### src/rtl/fft4_stage_sched.sv
// Issue/write-back scheduler for an in-place radix-4 DIF FFT.
// Drives a shared pipelined radix-4 butterfly with read, twiddle and write-back addresses.
module fft4_stage_sched #(
  parameter  int LOG4N    = 3,
  parameter  int PIPE_LAT = 4,
  localparam int AW       = 2 * LOG4N
) (
  input  logic             clk,
  input  logic             rst_n,
  input  logic             start,
  output logic             busy,
  output logic             done,
  output logic [LOG4N-1:0] stage,
  output logic             rd_en,
  output logic [AW-1:0]    rd_addr_a,
  output logic [AW-1:0]    rd_addr_b,
  output logic [AW-1:0]    rd_addr_c,
  output logic [AW-1:0]    rd_addr_d,
  output logic [AW-1:0]    tw_addr_b,
  output logic [AW-1:0]    tw_addr_c,
  output logic [AW-1:0]    tw_addr_d,
  output logic             wr_en,
  output logic [AW-1:0]    wr_addr_a,
  output logic [AW-1:0]    wr_addr_b,
  output logic [AW-1:0]    wr_addr_c,
  output logic [AW-1:0]    wr_addr_d
);

  localparam int               N          = 1 << AW;
  localparam logic [AW-1:0]    K_LAST     = AW'(N / 4 - 1);
  localparam logic [LOG4N-1:0] STAGE_LAST = LOG4N'(LOG4N - 1);
  localparam int               CW         = (PIPE_LAT > 1) ? $clog2(PIPE_LAT) : 1;
  localparam logic [CW-1:0]    CNT_LAST   = CW'(PIPE_LAT - 1);

  typedef enum logic [1:0] {S_IDLE, S_ISSUE, S_DRAIN} state_t;

  typedef struct packed {
    logic          vld;
    logic [AW-1:0] a;
    logic [AW-1:0] b;
    logic [AW-1:0] c;
    logic [AW-1:0] d;
  } pipe_t;

  state_t           r_state, w_state_nxt;
  logic [AW-1:0]    r_k, w_k_nxt;
  logic [LOG4N-1:0] r_stage, w_stage_nxt;
  logic [CW-1:0]    r_cnt, w_cnt_nxt;
  logic             w_done_nxt;

  logic             r_busy, r_done, r_rd_en;
  logic [AW-1:0]    r_rd_a, r_rd_b, r_rd_c, r_rd_d;
  logic [AW-1:0]    r_tw_b, r_tw_c, r_tw_d;
  pipe_t            r_pipe [PIPE_LAT];

  logic [LOG4N:0]   w_lq;
  logic [LOG4N:0]   w_ts;
  logic [AW-1:0]    w_q, w_j, w_base, w_tw1;

  // NOTE: every variable gets a default before the case so no path leaves
  // it unassigned, which would otherwise infer a latch.
  always_comb begin
    w_state_nxt = r_state;
    w_k_nxt     = r_k;
    w_stage_nxt = r_stage;
    w_cnt_nxt   = r_cnt;
    w_done_nxt  = 1'b0;
    case (r_state)
      S_IDLE: begin
        if (start) begin
          w_state_nxt = S_ISSUE;
          w_k_nxt     = '0;
          w_stage_nxt = '0;
        end
      end
      S_ISSUE: begin
        if (r_k == K_LAST) begin
          w_state_nxt = S_DRAIN;
          w_cnt_nxt   = '0;
        end else begin
          w_k_nxt = r_k + 1'b1;
        end
      end
      S_DRAIN: begin
        if (r_cnt == CNT_LAST) begin
          if (r_stage == STAGE_LAST) begin
            w_state_nxt = S_IDLE;
            w_stage_nxt = '0;
            w_done_nxt  = 1'b1;
          end else begin
            w_state_nxt = S_ISSUE;
            w_k_nxt     = '0;
            w_stage_nxt = r_stage + 1'b1;
          end
        end else begin
          w_cnt_nxt = r_cnt + 1'b1;
        end
      end
      default: w_state_nxt = S_IDLE;
    endcase
  end

  // Butterfly span q = 4**(LOG4N-1-stage); base packs group g above the two
  // leg-select bits and j below them, so legs b..d just add multiples of q.
  always_comb begin
    w_lq   = {STAGE_LAST - w_stage_nxt, 1'b0};
    w_ts   = {w_stage_nxt, 1'b0};
    w_q    = AW'(1) << w_lq;
    w_j    = w_k_nxt & (w_q - 1'b1);
    w_base = ((w_k_nxt >> w_lq) << (w_lq + 2'd2)) | w_j;
    w_tw1  = w_j << w_ts;
  end

  // NOTE: sequential state uses non-blocking assignments so every register
  // samples pre-edge values regardless of statement order.
  always_ff @(posedge clk) begin
    if (!rst_n) begin
      r_state <= S_IDLE;
      r_k     <= '0;
      r_stage <= '0;
      r_cnt   <= '0;
      r_busy  <= 1'b0;
      r_done  <= 1'b0;
      r_rd_en <= 1'b0;
      r_rd_a  <= '0;
      r_rd_b  <= '0;
      r_rd_c  <= '0;
      r_rd_d  <= '0;
      r_tw_b  <= '0;
      r_tw_c  <= '0;
      r_tw_d  <= '0;
    end else begin
      r_state <= w_state_nxt;
      r_k     <= w_k_nxt;
      r_stage <= w_stage_nxt;
      r_cnt   <= w_cnt_nxt;
      r_busy  <= (w_state_nxt != S_IDLE);
      r_done  <= w_done_nxt;
      if (w_state_nxt == S_ISSUE) begin
        r_rd_en <= 1'b1;
        r_rd_a  <= w_base;
        r_rd_b  <= w_base + w_q;
        r_rd_c  <= w_base + (w_q << 1);
        r_rd_d  <= w_base + (w_q << 1) + w_q;
        r_tw_b  <= w_tw1;
        r_tw_c  <= w_tw1 << 1;
        r_tw_d  <= (w_tw1 << 1) + w_tw1;
      end else begin
        r_rd_en <= 1'b0;
        r_rd_a  <= '0;
        r_rd_b  <= '0;
        r_rd_c  <= '0;
        r_rd_d  <= '0;
        r_tw_b  <= '0;
        r_tw_c  <= '0;
        r_tw_d  <= '0;
      end
    end
  end

  // NOTE: the delay line is reset explicitly: its valid bits must clear so an
  // aborted transform can never emit a late write strobe.
  always_ff @(posedge clk) begin
    if (!rst_n) begin
      for (int i = 0; i < PIPE_LAT; i++) r_pipe[i] <= '0;
    end else begin
      r_pipe[0] <= {r_rd_en, r_rd_a, r_rd_b, r_rd_c, r_rd_d};
      for (int i = 1; i < PIPE_LAT; i++) r_pipe[i] <= r_pipe[i-1];
    end
  end

  assign busy      = r_busy;
  assign done      = r_done;
  assign stage     = r_stage;
  assign rd_en     = r_rd_en;
  assign rd_addr_a = r_rd_a;
  assign rd_addr_b = r_rd_b;
  assign rd_addr_c = r_rd_c;
  assign rd_addr_d = r_rd_d;
  assign tw_addr_b = r_tw_b;
  assign tw_addr_c = r_tw_c;
  assign tw_addr_d = r_tw_d;
  assign wr_en     = r_pipe[PIPE_LAT-1].vld;
  assign wr_addr_a = r_pipe[PIPE_LAT-1].a;
  assign wr_addr_b = r_pipe[PIPE_LAT-1].b;
  assign wr_addr_c = r_pipe[PIPE_LAT-1].c;
  assign wr_addr_d = r_pipe[PIPE_LAT-1].d;

endmodule
### config.mk
export PLATFORM = sky130hd
export DESIGN_NAME = fft4_stage_sched
export DESIGN_NICKNAME = d
export VERILOG_FILES = /design/src/rtl/fft4_stage_sched.sv
export SDC_FILE = /design/constraint.sdc
export NUM_CORES = 1
export LEC_CHECK = 0
export CAP_MARGIN = 25
export CORE_UTILIZATION = 46
export DETAILED_ROUTE_END_ITERATION = 6
export HOLD_SLACK_MARGIN = 0.1
export PLACE_DENSITY_LB_ADDON = 0.12
export SLEW_MARGIN = 30
export SYNTH_ARGS = -nofsm -noshare
export SYNTH_HDL_FRONTEND = slang
export SYNTH_SLANG_ARGS = --single-unit
export TNS_END_PERCENT = 5
### constraint.sdc
create_clock -name clk -period 5.1 [get_ports clk]
set_clock_uncertainty 0.2 [all_clocks]
set_input_delay 1.02 -clock clk [delete_from_list [all_inputs] [get_ports clk]]
set_output_delay 1.02 -clock clk [all_outputs]
set_load 0.1 [all_outputs]
-- Yosys cells after proc, flatten, opt, wreduce, memory -nomap -nowiden
Memory sizes are Yosys's and may differ from the RTL's.
Cells that the tools add are included.
- output and inout port bits: 73
- memories: 1
- input port bits: 3
- bits in registers: 58
- logic and storage cells: 75
- bits in writable memories: 100
- memories (memory ; depth ; bits a word ; read ports ; clocked after memory_dff ; wr ports ; line ; text):
    r_pipe ; 4 ; 25 ; 4 ; 0 ; 4 ; 54 ; pipe_t r_pipe [PIPE_LAT];
- shift operators: 4
- muxes and demuxes: 25
- eq/ne operators: 8
- bitwise operators: 6
- reductions and logical operators: 6
- $add $sub $neg: 10
- operator list (cell ; count):
    2-to-1 mux 25 bit ; 4
    adder 6 bit ; 4
    2-to-1 mux 6 bit ; 4
    one-hot mux 6 bit (3 select lines) ; 1
    left shift 6 x 4 -> 6 bit ; 2
    2-to-1 mux 2 bit ; 5
    2-to-1 mux 3 bit ; 3
    adder 6 x 1 -> 6 bit (second input constant) ; 1
    bitwise AND 6 bit ; 1
    == test 6 x 4 -> 1 bit (second input constant) ; 1
    OR 6 bit ; 1
    one-hot mux 2 bit (3 select lines) ; 1
    one-hot mux 3 bit (2 select lines) ; 1
    AND reduction 3 bit ; 2
    left shift 1 x 4 -> 6 bit (first input constant) ; 1
    >> shifter 6 x 4 -> 6 bit ; 1
    subtractor 6 x 1 -> 6 bit (second input constant) ; 1
    2-to-1 mux 1 bit ; 5
    adder 4 x 2 -> 4 bit (second input constant) ; 1
    == test 2 x 1 -> 1 bit (second input constant) ; 2
    == test 2 bit (second input constant) ; 2
    != test 2 bit (second input constant) ; 2
    OR 1 bit ; 4
    one-hot mux 2 bit (2 select lines) ; 1
    7 further kinds ; 8

-- Depth between registers and ports, before layout
Gate-level depths: netlist (run 1).
- depth after elaboration: 11
- gate-level depth with buffers: 22
- depth with buffers taken out: 21

-- Worst setup path before layout (run 1)
Ideal clock, no wire load.
- path type: register to register
- from: register r_stage[1] (netlist: stage[1])
- to: register r_rd_d[5] (netlist: rd_addr_d[5])
- stages on the path, launching flop included: 21
- setup time: 65 ps
- buffers on the path: 1
- path slack: 45 ps
- clock period less this slack: 5055 ps
- data arrival time: 4790 ps
- required time: 4835 ps
- path through: dfxtp_1 or3b_1 a21oi_1 or3_4 inv_2 buf_6 ha_1 a21o_1 o2111ai_4 nand2_1 ha_1 a211oi_1 a41oi_1 o31ai_2 ha_1 ha_1 a31oi_1 nor3b_1 nor2_1 xnor3_1 nor2_1
- word-level cells in the longest chain between the ends: 11
- elaborated cells between the ends (all ways): 24
- those cells by class: add/sub (6); eq/ne (2); shift (3); mux (10); bitwise (2); reduce/logical (1)
- ends and longest elaborated chain (element ; line ; text):
    start, declared ; 47 ; logic [LOG4N-1:0] r_stage, w_stage_nxt;
    start signal, assigned ; 135 ; r_stage <= w_stage_nxt;
    == test 3 x 2 -> 1 bit (*) ; 86 ; if (r_stage == STAGE_LAST) begin
    2-to-1 mux 3 bit (*) ; 86 ;
    2-to-1 mux 3 bit (*) ; 85 ; if (r_cnt == CNT_LAST) begin
    one-hot mux 3 bit (2 select lines) (*) ; 68 ; case (r_state)
    subtractor 2 x 3 -> 3 bit (*) ; 106 ; w_lq = {STAGE_LAST - w_stage_nxt, 1'b0};
    named net w_lq[1] ; 56 ; logic [LOG4N:0] w_lq;
    branches (longest 3 deep; another with adder 4 x 2 -> 4 bit) ; -- ;
    OR 6 bit (*) ; 110 ; w_base = ((w_k_nxt >> w_lq) << (w_lq + 2'd2)) | w_j;
    named net w_base[2] ; 58 ; logic [AW-1:0] w_q, w_j, w_base, w_tw1;
    adder 6 bit (*) (2 in series) ; 144 ; r_rd_d <= w_base + (w_q << 1) + w_q;
    end signal, assigned ; 144 ;
    end, declared ; 52 ; logic [AW-1:0] r_rd_a, r_rd_b, r_rd_c, r_rd_d;
Mark *: on every way through the listed nets, which the timed path passes.
A chain may end at the register's enable or synchronous reset.

-- Final worst setup path (run 1)
- from: input port start
- to: register r_tw_d[5] (netlist: tw_addr_d[5])
- word-level cells in the longest chain between the ends: 8
- elaborated cells between the ends (all ways): 14
- those cells by class: add/sub (3); eq/ne (1); shift (2); mux (6); bitwise (1); reduce/logical (1)
- ends and longest elaborated chain (element ; line ; text):
    start, declared ; 10 ; input logic start,
    2-to-1 mux 3 bit (*) ; 70 ; if (start) begin
    one-hot mux 3 bit (2 select lines) (*) ; 68 ;
    named net w_stage_nxt[1] ; 47 ;
    subtractor 2 x 3 -> 3 bit ; 106 ;
    left shift 1 x 4 -> 6 bit ; 108 ; w_q = AW'(1) << w_lq;
    subtractor 6 x 1 -> 6 bit ; 109 ; w_j = w_k_nxt & (w_q - 1'b1);
    bitwise AND 6 bit ; 109 ;
    left shift 6 x 4 -> 6 bit (*) ; 111 ; w_tw1 = w_j << w_ts;
    adder 6 bit (*) ; 147 ; r_tw_d <= (w_tw1 << 1) + w_tw1;
    end signal, assigned ; 147 ;
    end, declared ; 53 ; logic [AW-1:0] r_tw_b, r_tw_c, r_tw_d;
The timed path passes the listed nets; every way through them passes the cells marked *.

==> results of run 1 <==
logic make-up (layout without fill, tap and decap cells):
group / count (synthesis) / after routing / synth area share [%]
buffers and inverters: 50 / 159 / 4.85
AND/OR/NAND/NOR: 219 / 219 / 23.7
multiplexers: 3 / 3 / 0.659
other: 1 / 1 / 0.0706
AO/OA/AOI/OAI: 62 / 62 / 9.44
adder cells (fa/ha/maj): 22 / 22 / 5.32
flip-flops: 141 / 141 / 53.1
XOR/XNOR: 15 / 15 / 2.87
critical path, cell delays in order:
cell             delay [ns]
clkdlybuf4s50_1        0.52
o21bai_2               0.12
a211oi_4               0.29
inv_2                  0.06
ha_1                   0.26
a21o_1                 0.21
o2111ai_4              0.20
nand2_1                0.11
ha_1                   0.31
a211oi_2               0.23
nand2_1                0.09
nand2_1                0.07
nand2_1                0.10
fa_1                   0.43
nor2b_1                0.19
o21ai_0                0.10
nand2b_1               0.09
xor2_1                 0.19
mux2_4                 0.31
cell usage in the layout (no fill, tap or decap), types with 5 or more instances in the layout:
master / Yosys / layout
a21o_1: 5 / 5
a21oi_1: 13 / 13
and2_1: 110 / 110
buf_4: 12 / 35
clkbuf_16: 0 / 17
clkdlybuf4s50_1: 0 / 73
dfxtp_1: 141 / 141
ha_1: 21 / 21
inv_1: 16 / 16
nand2_1: 19 / 19
nand3_1: 12 / 12
nand4_1: 5 / 5
nor2_1: 33 / 33
nor3_1: 6 / 6
o211ai_1: 7 / 7
o21ai_0: 5 / 5
xnor2_1: 8 / 8
xor2_1: 5 / 5
state kept, by name, indices dropped and copies added (netlist names), 3 cells and up:
register / cells
tw_addr_b: 6
r_pipe: 92
tw_addr_d: 5
rd_addr_a: 6
r_k: 6
rd_addr_c: 5
rd_addr_b: 6
rd_addr_d: 5
stage: 3
through the flow:
step / total power, mW / instance area (µm²) / setup slack (ns) / instances / hold WS, ns
2_1_floorplan: 1.26 / 5310 / 0.0447 / 513 / 0.212
3_3_place_gp: 1.30 / 6300 / -0.0626 / 730 / 0.214
4_1_cts: 2.46 / 6860 / 0.195 / 762 / 0.228
5_1_grt: 2.53 / 6880 / 0.00591 / 762 / 0.239
6_report: 2.43 / 6880 / 0.302 / 762 / 0.228
3_5_place_dp: 1.30 / 6300 / -0.240 / 730 / 0.217
layer usage:
metal  vias to the layer above  global-route usage, %  wire (µm)
li1                       1898                      -          -
met1                      1704                   21.7       4620
met2                        85                   30.7       5040
met3                        17                   6.70        412
met4                         0                   8.57        220
met5                         -                      0          0
final cells by class:
cell class | instances | area [µm²] | area share (%)
repair buffers | 109 | 998 | 14.5
flip-flops and latches | 141 | 2820 | 41.0
inverters | 18 | 67.6 | 0.982
multi-input cells | 322 | 2250 | 32.7
clock buffers | 17 | 425 | 6.19
clock inverters | 15 | 141 | 2.06
well taps | 140 | 175 | 2.55
timing repair:
action | in CTS | in global routing
setup endpoints to repair | 0 | 2
hold buffers | 0 | 0
gates resized for setup | 0 | 3
hold endpoints to repair | 0 | 0
power by group through the flow:
stage	combinational, mW	clock (mW)	sequential, mW
6_report	0.152	1.15	1.12
5_1_grt	0.162	1.24	1.12
4_1_cts	0.153	1.18	1.12
3_5_place_dp	0.153	0	1.15
3_3_place_gp	0.152	0	1.15
2_1_floorplan	0.0628	0	1.20
worst paths after layout:
kind / from / end / slack (ns) / cells past startpoint
worst min-delay path: r_pipe[0][2]$_SDFF_PN0_ / r_pipe[1][2]$_SDFF_PN0_ / 0.23 / 1
worst max register to register: r_state[1]$_SDFF_PN0_ / tw_addr_d[5]$_SDFF_PN0_ / 0.44 / 19
worst max-delay path: start / tw_addr_d[5]$_SDFF_PN0_ / 0.30 / 19
worst min register to register: r_pipe[0][2]$_SDFF_PN0_ / r_pipe[1][2]$_SDFF_PN0_ / 0.23 / 1
==> metrics.txt, run 1 <==
Slew @ Worst Pin=about 0.99 ns; peak supply drop=~0.00026 V; Final period util=between 90% and 100%; Setup Buffers After CTS=0; Detail Route Antenna Nets=0; Die Height=approximately 110 µm; gpl congestion=0.886; Hold WC Path Type=reg -> reg; Post-route DRC=0; Worst Path Arrival=roughly 5 ns; Max Cap Viol=0; Sum Neg Setup Slack=0 ns; top cell type's share of synthesized area=a little over half; nets@finish=634; final hold violations=0; Area growth, synth to finish=29.4%; RSZ-0062 raised after global routing=no; Net Sw Power=around 600 µW; Clock Sinks=141; clock power share=47.5%; CTS tree=yes; Starting Density=48.2%; Pwr Density=353 nW/µm²; clk_lat worst skew=0.42 ns; Pins Over Slew Limit=0; syn_nets=538; H-Tree Depth=4; status=finished clean; Max FO, Critical Path=5; root buffer cell=clkbuf_16; final core utilization=between 60 and 70%; P_int=1.83 mW; critical path type=in -> reg; Detailed Route Iter0 Violations=114; count leader, synth=dfxtp_1; synth cell count leaders=141 x dfxtp_1, 110 x and2_1, 33 x nor2_1; Reg clk slew, reported paths=approximately 0.06 ns; syn_area_per_cell=10.4 µm²; drt first pass iters=4; DIE WIDTH=~110 µm; pin count of the biggest net entering global routing=54; share of layout cells above drive strength 1=about 15%; # fillers=946; final setup fails=0; ranking of synthesized cells by area=dfxtp_1 53%, and2_1 13%, ha_1 4.9%; P_leak=roughly 3 nW; Mapped Area=5310 µm²; synth warn=0; area leader, netlist=dfxtp_1; min Tclk post-route=4.80 ns; combinational power share=6.3%; WL per Instance=13.5 µm; vias post-DR=3704; global-route wire length before repair=16.6 mm; Cell variety after synth=67; Ports=76; switching part of the total=24.6%; Antenna Cells=0; die area=12000 µm²; Main synth FF type=dfxtp_1; GRT overflow=0; Seq pwr share=46.3%; Syn Inst Count=just over 500; port buffer count=74; Seq/Total Area, Yosys=between 50% and 60%; CTS Buf Count=17; startpoint type of the worst setup path=primary input; Critical Path End Type=flip-flop; GRT Overall Usage=a little under a fifth; num rows=38; antenna violations before repair=0; Worst EP required=5.20 ns; Clock Tree Buf Depth=2; Max Clk Rate=between 200 and 250 MHz; area of the core=11000 µm²; hpwl dp=7.39 mm; vias in the first global route=3504; EDFF count, synth=0; ys async rst share=0%; #FFs+latches synth=between 100 and 150; post-detailed-routing wire length=10.3 mm; worst rel slew slack=between 30% and 40%; average via count per standard cell=4.86
(Power assumes the default switching activity.)
==> inputs of run 2 (changes only) <==
==> constraint.sdc (replaced) <==
create_clock -name clk -period 5.1 [get_ports clk]
set_clock_uncertainty 0.2 [all_clocks]
set_input_delay 1.02 -clock clk [delete_from_list [all_inputs] [get_ports clk]]
set_output_delay 1.02 -clock clk [all_outputs]
set_load 0.05 [all_outputs]
==> results of run 2 <==
The final DEF is identical to that of run 1. Status: finished clean.
Main changes from that run: total power 2.43 mW -> 2.39 mW; worst IR drop on VDD 0.000262 V -> 0.000261 V
